### config.mk
export PLATFORM = sky130hd
export DESIGN_NAME = dma_mp3
export DESIGN_NICKNAME = d
export VERILOG_FILES = /design/src/rtl/dma_mp3_pkg.sv /design/src/rtl/dma_mp3_fifo.sv /design/src/rtl/dma_mp3.sv
export SDC_FILE = /design/constraint.sdc
export NUM_CORES = 1
export LEC_CHECK = 0
export ABC_CLOCK_PERIOD_IN_PS = 5200
export CORE_MARGIN = 5
export CORE_UTILIZATION = 45
export DETAILED_ROUTE_END_ITERATION = 6
export GPL_TIMING_DRIVEN = 1
export HOLD_SLACK_MARGIN = 0.08
export PLACE_DENSITY = 0.78
export SYNTH_ARGS = -nofsm -noshare
export SYNTH_HDL_FRONTEND = slang
export SYNTH_HIERARCHICAL = 1
export SYNTH_SLANG_ARGS = --single-unit
### constraint.sdc
create_clock -name clk -period 5.2 [get_ports clk]
set_clock_uncertainty 0.1 [all_clocks]
set_input_delay 0.52 -clock clk [delete_from_list [all_inputs] [get_ports clk]]
set_output_delay 0.52 -clock clk [all_outputs]
set_load 0.01 [all_outputs]
### src/rtl/dma_mp3_pkg.sv
// dma_mp3_pkg: shared constants and types for the MP3 streaming DMA.
// Contents: register indices, control/status bit positions, FIFO sizing,
// holdoff length, page boundary pattern and the fetch FSM encoding.
package dma_mp3_pkg;

  localparam int ADDR_W     = 22;
  localparam int FIFO_DEPTH = 4;
  localparam int FIFO_CNT_W = 3;
  localparam int FIFO_PTR_W = 2;

  // Count value at which no further fetch may be issued.
  localparam logic [FIFO_CNT_W-1:0] FIFO_FULL_CNT = 3'd4;

  // Register file indices (regsel).
  localparam logic [1:0] REG_ADDR_LO  = 2'd0;
  localparam logic [1:0] REG_ADDR_MID = 2'd1;
  localparam logic [1:0] REG_ADDR_HI  = 2'd2;
  localparam logic [1:0] REG_CTRL     = 2'd3;

  // Control write bit positions.
  localparam int CTRL_EN_BIT = 0;

  // Status read bit positions.
  localparam int STAT_EN_BIT    = 0;
  localparam int STAT_EMPTY_BIT = 1;
  localparam int STAT_DREQ_BIT  = 2;
  localparam int STAT_PAGE_BIT  = 3;

  // Cycles during which a new start is blocked after each start.
  localparam logic [1:0] HOLDOFF_CYCLES = 2'd2;

  // Low address bits of the last byte of a 16 KiB page.
  localparam logic [13:0] PAGE_LAST = 14'h3FFF;

  typedef enum logic [1:0] {
    ST_IDLE     = 2'd0,
    ST_REQ      = 2'd1,
    ST_WAIT_END = 2'd2
  } fetch_state_e;

endpackage

### src/rtl/dma_mp3_fifo.sv
// dma_mp3_fifo: 4-entry byte FIFO between the DMA fetch side and the SPI feed.
// Ports: clk/rst, push+wdat, pop, flush (clears all entries), rdat (head),
// count (0..4) and empty. Caller never pushes when full nor pops when empty.
module dma_mp3_fifo
  import dma_mp3_pkg::*;
(
  input  logic                  clk,
  input  logic                  rst,
  input  logic                  push,
  input  logic                  pop,
  input  logic                  flush,
  input  logic [7:0]            wdat,
  output logic [7:0]            rdat,
  output logic [FIFO_CNT_W-1:0] count,
  output logic                  empty
);

  logic [7:0]            mem_q [FIFO_DEPTH];
  logic [FIFO_PTR_W-1:0] wr_ptr_q, rd_ptr_q;
  logic [FIFO_CNT_W-1:0] count_q;

  // Storage needs no reset: entries are only read when count says valid.
  always_ff @(posedge clk) begin
    if (push && !flush) mem_q[wr_ptr_q] <= wdat;
  end

  always_ff @(posedge clk or posedge rst) begin
    if (rst) begin
      wr_ptr_q <= '0;
      rd_ptr_q <= '0;
      count_q  <= '0;
    end else if (flush) begin
      wr_ptr_q <= '0;
      rd_ptr_q <= '0;
      count_q  <= '0;
    end else begin
      if (push) wr_ptr_q <= wr_ptr_q + 1'b1;
      if (pop)  rd_ptr_q <= rd_ptr_q + 1'b1;
      case ({push, pop})
        2'b10:   count_q <= count_q + 1'b1;
        2'b01:   count_q <= count_q - 1'b1;
        default: count_q <= count_q;
      endcase
    end
  end

  assign rdat  = mem_q[rd_ptr_q];
  assign count = count_q;
  assign empty = (count_q == '0);

endmodule

### src/rtl/dma_mp3.sv
// dma_mp3: fetches bytes from memory over the DMA bus and feeds the MP3 data
// SPI shifter, paced by the decoder's DREQ. Ports: register file (module_select,
// write_strobe, regsel, din, dout), DMA read master (dma_req/ack/end/rnw/addr/rd),
// SPI feed (md_din, md_start, md_rdy) and md_dreq. Optional DMA_MP3_PAGESTOP_EN
// stops streaming after the byte that completes a 16 KiB page.
module dma_mp3
  import dma_mp3_pkg::*;
(
  input  logic              clk,
  input  logic              rst,
  input  logic              module_select,
  input  logic              write_strobe,
  input  logic [1:0]        regsel,
  input  logic [7:0]        din,
  output logic [7:0]        dout,
  output logic              dma_req,
  input  logic              dma_ack,
  input  logic              dma_end,
  output logic              dma_rnw,
  output logic [ADDR_W-1:0] dma_addr,
  input  logic [7:0]        dma_rd,
  output logic [7:0]        md_din,
  output logic              md_start,
  input  logic              md_rdy,
  input  logic              md_dreq
);

  fetch_state_e          state_q, state_d;
  logic [ADDR_W-1:0]     addr_q, addr_d;
  logic                  enable_q, enable_d;
  logic                  discard_q, discard_d;
  logic [2:0]            pend_vld_q, pend_vld_d;
  logic [7:0]            pend_lo_q, pend_lo_d, pend_mid_q, pend_mid_d;
  logic [5:0]            pend_hi_q, pend_hi_d;
  logic [1:0]            holdoff_q, holdoff_d;
  logic                  md_start_q;
  logic [7:0]            md_din_q;
  logic                  dreq_meta_q, dreq_sync_q;

  logic                  wr_en, wr_lo, wr_mid, wr_hi, wr_ctrl, en_clr_wr;
  logic                  push, fire, discard_now, stop_now, page_done;
  logic [7:0]            fifo_rdat, status;
  logic [FIFO_CNT_W-1:0] fifo_count;
  logic                  fifo_empty;

  assign wr_en     = module_select & write_strobe;
  assign wr_lo     = wr_en & (regsel == REG_ADDR_LO);
  assign wr_mid    = wr_en & (regsel == REG_ADDR_MID);
  assign wr_hi     = wr_en & (regsel == REG_ADDR_HI);
  assign wr_ctrl   = wr_en & (regsel == REG_CTRL);
  assign en_clr_wr = wr_ctrl & ~din[CTRL_EN_BIT];

  // A byte already requested when enable was cleared is thrown away on arrival.
  assign discard_now = discard_q | en_clr_wr;
  assign push        = (state_q == ST_WAIT_END) & dma_end & ~discard_now;

  // Start is issued from registers, so md_start/md_din appear one cycle after fire.
  assign fire = ~fifo_empty & dreq_sync_q & md_rdy & (holdoff_q == 2'd0) & ~en_clr_wr;

`ifdef DMA_MP3_PAGESTOP_EN
  logic stop_pend_q, page_done_q;

  // The wrapping ack arms the stop; it fires when that byte is delivered and kept.
  assign stop_now = (state_q == ST_WAIT_END) & dma_end & stop_pend_q & ~discard_now;

  always_ff @(posedge clk or posedge rst) begin
    if (rst) begin
      stop_pend_q <= 1'b0;
      page_done_q <= 1'b0;
    end else begin
      if (state_q == ST_REQ && dma_ack && addr_q[13:0] == PAGE_LAST)
        stop_pend_q <= 1'b1;
      else if (state_q == ST_WAIT_END && dma_end)
        stop_pend_q <= 1'b0;
      if (wr_ctrl)       page_done_q <= 1'b0;
      else if (stop_now) page_done_q <= 1'b1;
    end
  end
  assign page_done = page_done_q;
`else
  assign stop_now  = 1'b0;
  assign page_done = 1'b0;
`endif

  always_comb begin
    enable_d = enable_q;
    if (stop_now) enable_d = 1'b0;
    if (wr_ctrl)  enable_d = din[CTRL_EN_BIT];
  end

  // Fetch FSM and address update.
  always_comb begin
    state_d    = state_q;
    addr_d     = addr_q;
    pend_vld_d = pend_vld_q;
    pend_lo_d  = pend_lo_q;
    pend_mid_d = pend_mid_q;
    pend_hi_d  = pend_hi_q;
    discard_d  = discard_q;

    case (state_q)
      ST_IDLE: begin
        if (enable_d && fifo_count < FIFO_FULL_CNT) state_d = ST_REQ;
      end
      ST_REQ: begin
        // An ack wins over a simultaneous disable so the read is tracked to its end.
        if (dma_ack) begin
          state_d = ST_WAIT_END;
          addr_d  = addr_q + 1'b1;
        end else if (!enable_d) begin
          state_d = ST_IDLE;
        end
      end
      ST_WAIT_END: begin
        if (dma_end) state_d = ST_IDLE;
      end
      default: state_d = ST_IDLE;
    endcase

    if (state_d == ST_WAIT_END) begin
      if (en_clr_wr) discard_d = 1'b1;
    end else begin
      discard_d = 1'b0;
    end

    // Address writes landing while dma_req is up are parked so the address
    // seen by the arbiter stays stable; they apply once the request is gone.
    if (state_q != ST_REQ) begin
      if (pend_vld_q[0]) addr_d[7:0]   = pend_lo_q;
      if (pend_vld_q[1]) addr_d[15:8]  = pend_mid_q;
      if (pend_vld_q[2]) addr_d[21:16] = pend_hi_q;
      pend_vld_d = 3'b000;
    end
    if (wr_lo) begin
      if (state_q == ST_REQ) begin pend_vld_d[0] = 1'b1; pend_lo_d = din; end
      else addr_d[7:0] = din;
    end
    if (wr_mid) begin
      if (state_q == ST_REQ) begin pend_vld_d[1] = 1'b1; pend_mid_d = din; end
      else addr_d[15:8] = din;
    end
    if (wr_hi) begin
      if (state_q == ST_REQ) begin pend_vld_d[2] = 1'b1; pend_hi_d = din[5:0]; end
      else addr_d[21:16] = din[5:0];
    end
  end

  always_comb begin
    holdoff_d = holdoff_q;
    if (fire)                   holdoff_d = HOLDOFF_CYCLES;
    else if (holdoff_q != 2'd0) holdoff_d = holdoff_q - 2'd1;
  end

  always_ff @(posedge clk or posedge rst) begin
    if (rst) begin
      state_q     <= ST_IDLE;
      addr_q      <= '0;
      enable_q    <= 1'b0;
      discard_q   <= 1'b0;
      pend_vld_q  <= 3'b000;
      pend_lo_q   <= 8'h00;
      pend_mid_q  <= 8'h00;
      pend_hi_q   <= 6'h00;
      holdoff_q   <= 2'd0;
      md_start_q  <= 1'b0;
      md_din_q    <= 8'h00;
      dreq_meta_q <= 1'b0;
      dreq_sync_q <= 1'b0;
    end else begin
      state_q     <= state_d;
      addr_q      <= addr_d;
      enable_q    <= enable_d;
      discard_q   <= discard_d;
      pend_vld_q  <= pend_vld_d;
      pend_lo_q   <= pend_lo_d;
      pend_mid_q  <= pend_mid_d;
      pend_hi_q   <= pend_hi_d;
      holdoff_q   <= holdoff_d;
      md_start_q  <= fire;
      if (fire) md_din_q <= fifo_rdat;
      dreq_meta_q <= md_dreq;
      dreq_sync_q <= dreq_meta_q;
    end
  end

  dma_mp3_fifo u_fifo (
    .clk   (clk),
    .rst   (rst),
    .push  (push),
    .pop   (fire),
    .flush (en_clr_wr),
    .wdat  (dma_rd),
    .rdat  (fifo_rdat),
    .count (fifo_count),
    .empty (fifo_empty)
  );

  always_comb begin
    status                 = 8'h00;
    status[STAT_EN_BIT]    = enable_q;
    status[STAT_EMPTY_BIT] = fifo_empty;
    status[STAT_DREQ_BIT]  = dreq_sync_q;
    status[STAT_PAGE_BIT]  = page_done;
  end

  always_comb begin
    case (regsel)
      REG_ADDR_LO:  dout = addr_q[7:0];
      REG_ADDR_MID: dout = addr_q[15:8];
      REG_ADDR_HI:  dout = {2'b00, addr_q[21:16]};
      default:      dout = status;
    endcase
  end

  assign dma_req  = (state_q == ST_REQ);
  assign dma_rnw  = 1'b1;
  assign dma_addr = addr_q;
  assign md_start = md_start_q;
  assign md_din   = md_din_q;

endmodule

==> flow_summary_export.csv, run 1 <==
group,metric,value,unit
route,drt-total-wl,11700,um
place,dp.cells,588,
route,detail-route-antenna-nets,0,
clocking,clockRootBuffer,"clkbuf_8",
die,chipHeight,116,um
route,drt_iter0_markers,253,
global_route,grt_pass1_wl,18900,um
place,hpwl,8560,um
sta,rsz0062_at_grt,"false",
worst_setup_path,worstSetupEndpointType,"register",
clocking,cts_buffer_depth,2,
layout,diodes,0,
logic_synthesis,ys_ff_latch,103,
layout,stdcell_area,5970,sq um
global_route,first_global_vias,3581,
power,p_per_area,498,nW/um^2
worst_setup_path,critical_path_required,5.34,ns
min_path,min_path_type,"reg -> reg",
logic_synthesis,syn-cell-area,5010,sq um
job,drv_cap,0,
die,io_pins,67,
worst_setup_path,worstPathMaxFanout,15,
run_status,status,"completed",
die,start_util,0.460,
die,rows,38,
route,viasPerCell,5.88,
logic_synthesis,ys.flop_type,"dfrtp_1",
logic_synthesis,async_flop_share,0.689,
layout,drive_above_1_share,0.164,
die,fp.coreArea,10900,sq um
sta,setup_viol,0,
clocking,cts-buffers-inserted,9,
worst_setup_path,crit_arrival,3.42,ns
sta,final-hold-violation-count,0,
global_route,grt-ovfl-total,0,
sta,period_share,0.632,
sta,worst_slew_pin_slew,0.943,ns
global_route,grt_max_degree,52,
place,placed_area,5740,sq um
worst_setup_path,critPathKind,"in -> reg",
route,drt-wirelength-per-cell,19.4,um
sta,worst_hold_slack,0.272,ns
clocking,post_cts_buffers,0,
sta,fin_setup_tns,0,ns
logic_synthesis,synth_edf_count,32,
clocking,clock_latency,0.37,ns
clocking,path_clk_slew,0.11,ns
route,dr.pass1.iters,5,
sta,max_slew_margin,0.363,
clocking,hold_buffers,0,
logic_synthesis,yosysWarnings,6,
place,io_buffer_count,65,
logic_synthesis,syn_inst,399,
route,vias,3554,
layout,synthToLayoutAreaGrowth,19.0,%
sta,max_freq,304,MHz
power,p_leak,0.00236,uW
sta,period_needed,3.29,ns
clocking,cts_tree,"done",
logic_synthesis,ys_seq_area_frac,0.546,
clocking,htreeDepth,3,
layout,final_nets,492,
logic_synthesis,avgSynthCellArea,12.6,sq um
clocking,cts_sinks,103,
die,die_area,13400,sq um
sta,slew_violations,0,
clocking,cts_resized,0,
layout,stdcell_count,604,
power,power.ir.vdd_worst,0.208,mV
global_route,grt_use_total,0.183,
logic_synthesis,synth_cell_type_count,61,
place,place_congestion,0.842,
worst_setup_path,cp-start-kind,"primary input",
logic_synthesis,synth_nets,432,
die,die_w,116,um
route,drc_errors,0,
global_route,antenna_found_initial,0,
layout,n_fill_cell,909,
-- cell type report --
cell class              instances  area, sq um  share of cell area
flip-flops and latches        103         2740               0.459
inverters                      13         48.8             0.00818
repair buffers                 68          673               0.113
well taps                     140          175              0.0294
clock inverters                 7         97.6              0.0164
multi-input cells             264         2110               0.354
clock buffers                   9          124              0.0208
-- registers in the layout (all words and copies together) (netlist names) --
signal           count
discard_q            1
dma_addr            22
dreq_meta_q          1
dreq_sync_q          1
enable_q             1
holdoff_q            2
md_din               8
md_start             1
pend_hi_q            6
pend_lo_q            8
pend_mid_q           8
pend_vld_q           3
state_q              2
u_fifo/count         3
u_fifo/mem_q        32
u_fifo/rd_ptr_q      2
u_fifo/wr_ptr_q      2
-- report_power, final --
| part | switching (uW) | internal (uW) |
|---|---|---|
| registers | 284 | 1070 |
| logic | 459 | 596 |
| clock network | 314 | 240 |
-- layer usage --
| layer | part of all wire | vias to the layer above | GRT usage |
|---|---|---|---|
| met3 | 0.061 | 14 | 0.0402 |
| met5 | 0 | - | 0 |
| met4 | 0.015 | 0 | 0.0469 |
| li1 | - | 1626 | - |
| met2 | 0.52 | 132 | 0.316 |
| met1 | 0.41 | 1782 | 0.236 |
-- synth_stat cells (all sizes together) (3+ instances only) --
master | count | area, sq um
mux2 | 32 | 360
edfxtp | 32 | 961
and4 | 6 | 55.1
mux2i | 10 | 100
nor3 | 9 | 45.0
o21ai | 18 | 90.1
o211ai | 6 | 45.0
o31ai | 8 | 60.1
nor3b | 3 | 32.5
a21oi | 11 | 55.1
and3 | 5 | 35.0
a32oi | 5 | 43.8
nand2 | 26 | 105
inv | 13 | 48.8
and2 | 8 | 51.3
or4 | 9 | 67.6
or3 | 5 | 31.3
nor2 | 22 | 85.1
clkbuf | 6 | 22.5
dfrtp | 71 | 1780
mux4 | 11 | 252
nand3 | 10 | 62.6
xor2 | 8 | 77.6
and4b | 4 | 40.0
ha | 6 | 75.1
xnor2 | 3 | 26.3
nor2b | 3 | 18.8
nand4 | 9 | 77.6
a211oi | 4 | 30.0
buf | 13 | 95.1
-- final timing paths --
path,slack [ns],end,from,cells after the start
max in group asynchronous,3.66,pend_lo_q[2]$_DFFE_PP0P_,rst,3
min in group asynchronous,0.35,u_fifo/wr_ptr_q[0]$_DFFE_PP0P_,rst,2
min,0.27,dreq_sync_q$_DFF_PP0_,dreq_meta_q$_DFF_PP0_,0
max reg2reg,2.40,u_fifo/count[2]$_DFFE_PP0P_,u_fifo/count[1]$_DFFE_PP0P_,10
min reg2reg,0.27,dreq_sync_q$_DFF_PP0_,dreq_meta_q$_DFF_PP0_,0
max,1.91,u_fifo/count[1]$_DFFE_PP0P_,regsel[0],9
-- kinds of logic (layout without fill, tap and decap cells) --
family / after synthesis / count (layout) / share of synthesized area
AO/OA/AOI/OAI: 61 / 61 / 0.0781
buffers and inverters: 32 / 97 / 0.0332
adder cells (fa/ha/maj): 7 / 7 / 0.0190
other: 1 / 1 / 0.000748
flip-flops: 103 / 103 / 0.546
AND/OR/NAND/NOR: 131 / 131 / 0.160
multiplexers: 53 / 53 / 0.142
XOR/XNOR: 11 / 11 / 0.0207
-- metrics by stage --
step	total power [uW]	worst slack [ns]	utilization
4_1_cts	2990	1.97	0.548
2_1_floorplan	1930	2.71	-
3_3_place_gp	2400	1.70	0.528
3_5_place_dp	2430	1.55	0.528
5_1_grt	3150	1.71	0.548
6_report	2970	1.91	0.548
-- critical path, stage by stage --
cell and delay, ns:
clkdlybuf4s50_1 0.91, nand4_1 0.27, nor2_1 0.59, nor4_1 0.11, buf_4 0.20, nor2b_1 0.14
fa_1 0.42, mux2i_1 0.19, nor2_1 0.06
-- layout by cell type, fill, tap and decap left out, drive strengths merged, types with 4 or more instances in the layout --
master,n
nor2,22
mux4,11
o31ai,8
o21ai,18
and4b,4
or4,9
xor2,8
inv,18
and2,8
or3,5
a32oi,5
clkdlybuf4s50,65
nor3,9
mux2i,10
nand2,26
nand3,10
dfrtp,71
nand4,9
clkbuf,9
mux2,32
a211oi,4
ha,6
edfxtp,32
and3,5
o211ai,6
and4,6
a21oi,11
(Power assumes the default switching activity.)
==> run 2, diff against run 1 <==
Settings changed: ABC_CLOCK_PERIOD_IN_PS 5200 to 2800, PLACE_DENSITY 0.78 to 0.81.
Clock period 5.2 ns to 2.8 ns, I/O delays scaled along.
==> run 2 against run 1 <==
  * Global-route usage up 0.39 points
  * Sequential share of layout area down 0.76 points
  * Highest routed layer unchanged
  * Critical path type is now reg -> reg
  * Clock-buffer cell count unchanged
==> flow_summary_export.csv, run 2 (synthesized netlist as in run 1, its figures left out) <==
group,metric,value,unit
run_status,status,"completed",
worst_setup_path,cp_common_cell,"nor3_1",
layout,diodes,0,
global_route,gr-usage-met1,0.247,
clocking,post_cts_buffers,0,
sta,fin_setup_tns,0,ns
worst_setup_path,worstSetupEndpointType,"register",
sta,period_needed,2.47,ns
clocking,htreeDepth,3,
worst_setup_path,cp_slowest_cell,"dfrtp_1",
sta,worst_slew_pin_slew,0.606,ns
global_route,first_global_vias,3643,
sta,rsz0062_at_grt,"false",
die,rows,38,
global_route,grt_use_total,0.187,
die,start_util,0.460,
layout,final_cell_mix,"dfrtp_1, clkdlybuf4s50_1, mux2_2, edfxtp_1, nand2_1",
route,drc_errors,0,
die,chipHeight,116,um
clocking,cts_resized,0,
clocking,clock_latency,0.38,ns
worst_setup_path,worstPathMaxFanout,3,
sta,period_share,0.884,
route,drt-wirelength-per-cell,19.4,um
job,drv_cap,0,
clocking,cts_buffer_depth,2,
power,p_per_area,915,nW/um^2
place,dp_slack,0.106,ns
route,drt_iter0_markers,226,
global_route,grt-ovfl-total,0,
die,die_w,116,um
place,place_congestion,0.864,
clocking,cts-buffers-inserted,9,
global_route,grt_pass1_wl,19300,um
sta,final-hold-violation-count,0,
die,fp.coreArea,10900,sq um
layout,largest_register_ffs,32,
global_route,grt_max_degree,41,
layout,drive_above_1_share,0.185,
global_route,grt-busiest-layer,"met2",
route,detail-route-antenna-nets,0,
power,finalPower,5550,uW
sta,slew_violations,0,
layout,final_core_util,0.557,
place,hpwl,9010,um
route,drt-total-wl,12000,um
sta,setup_viol,0,
worst_setup_path,slowest_delay,0.43,ns
clocking,cts_sinks,103,
global_route,grt_use_met2,0.319,
die,die_area,13400,sq um
worst_setup_path,critical_path_required,2.94,ns
sta,max_freq,404,MHz
clocking,cts_tree,"done",
worst_setup_path,cp-start-kind,"register",
place,io_buffer_count,65,
worst_setup_path,critPathKind,"reg -> reg",
clocking,path_clk_slew,0.10,ns
global_route,antenna_found_initial,0,
worst_setup_path,critical_path.cell_chain,"nor3_1 > and4b_1 > o21ai_0 > inv_1 > nor2b_1 > fa_1 > and3b_1 > nor3_1 > nor3b_2",
layout,final_nets,504,
sta,setup_slack,0.325,ns
sta,max_slew_margin,0.596,
power,p_leak,0.00242,uW
route,dr.pass1.iters,5,
route,vias,3560,
layout,regMostFlops,"u_fifo/mem_q",
layout,synthToLayoutAreaGrowth,21.0,%
layout,mostFrequentLayoutCell,"dfrtp_1",
worst_setup_path,crit_arrival,2.62,ns
power,power.ir.vdd_worst,0.378,mV
route,viasPerCell,5.78,
clocking,hold_buffers,0,
global_route,grt_util_met3,0.0339,
die,io_pins,67,
layout,n_fill_cell,884,
min_path,min_path_type,"in -> async",
clocking,clockRootBuffer,"clkbuf_8",
[run 2: cell count changes in the layout (fill, tap and decap cells not counted)]
cell | before | now
buf_4 | 3 | 14
buf_12 | 0 | 1
clkinv_4 | 0 | 1
inv_8 | 3 | 2
[run 2: per-layer routing]
layer / up-vias / share of wire
li1: 1640 / -
met1: 1793 / 0.42
met2: 113 / 0.51
met3: 14 / 0.059
met4: 0 / 0.011
met5: - / 0
[run 2: metrics by stage]
step,instances,cell area [sq um],hold slack [ns]
after floorplan,399,5010,-0.0166
after global placement,600,5850,0.243
after detailed placement,600,5850,0.236
after CTS,616,6070,0.102
after global routing,616,6070,0.128
final,616,6070,0.111
[run 2: power by group]
group	switching, uW	internal [uW]	total (uW)
logic	872	1140	2010
clock network	562	441	1000
registers	541	2000	2540
total	1970	3570	5550
[run 2: area by class of cell]
class	count	area, sq um	share of cell area
clock inverter	7	95.1	0.0157
tap	140	175	0.0289
clock buffer	9	124	0.0204
multi-input combinational	264	2110	0.348
timing repair buffer	80	776	0.128
sequential	103	2740	0.451
inverter	13	48.8	0.00804
[run 2: worst paths after layout]
check | from | end | slack [ns] | cells past startpoint
max reg2reg | u_fifo/count[1]$_DFFE_PP0P_ | u_fifo/count[2]$_DFFE_PP0P_ | 0.33 | 9
max in group asynchronous | rst | dma_addr[6]$_DFF_PP0_ | 1.77 | 3
min | rst | u_fifo/rd_ptr_q[0]$_DFFE_PP0P_ | 0.11 | 2
min reg2reg | dreq_meta_q$_DFF_PP0_ | dreq_sync_q$_DFF_PP0_ | 0.26 | 0
max | u_fifo/count[1]$_DFFE_PP0P_ | u_fifo/count[2]$_DFFE_PP0P_ | 0.33 | 9
min in group clk | dreq_meta_q$_DFF_PP0_ | dreq_sync_q$_DFF_PP0_ | 0.26 | 0
[run 2: worst max-delay path, delay by kind of cell (launching register included)]
kind,cells,cell delay (ns)
buf+inv,1,0.09
compound gates,1,0.12
flops,1,0.43
fa+ha+maj,1,0.41
simple gates,6,1.22
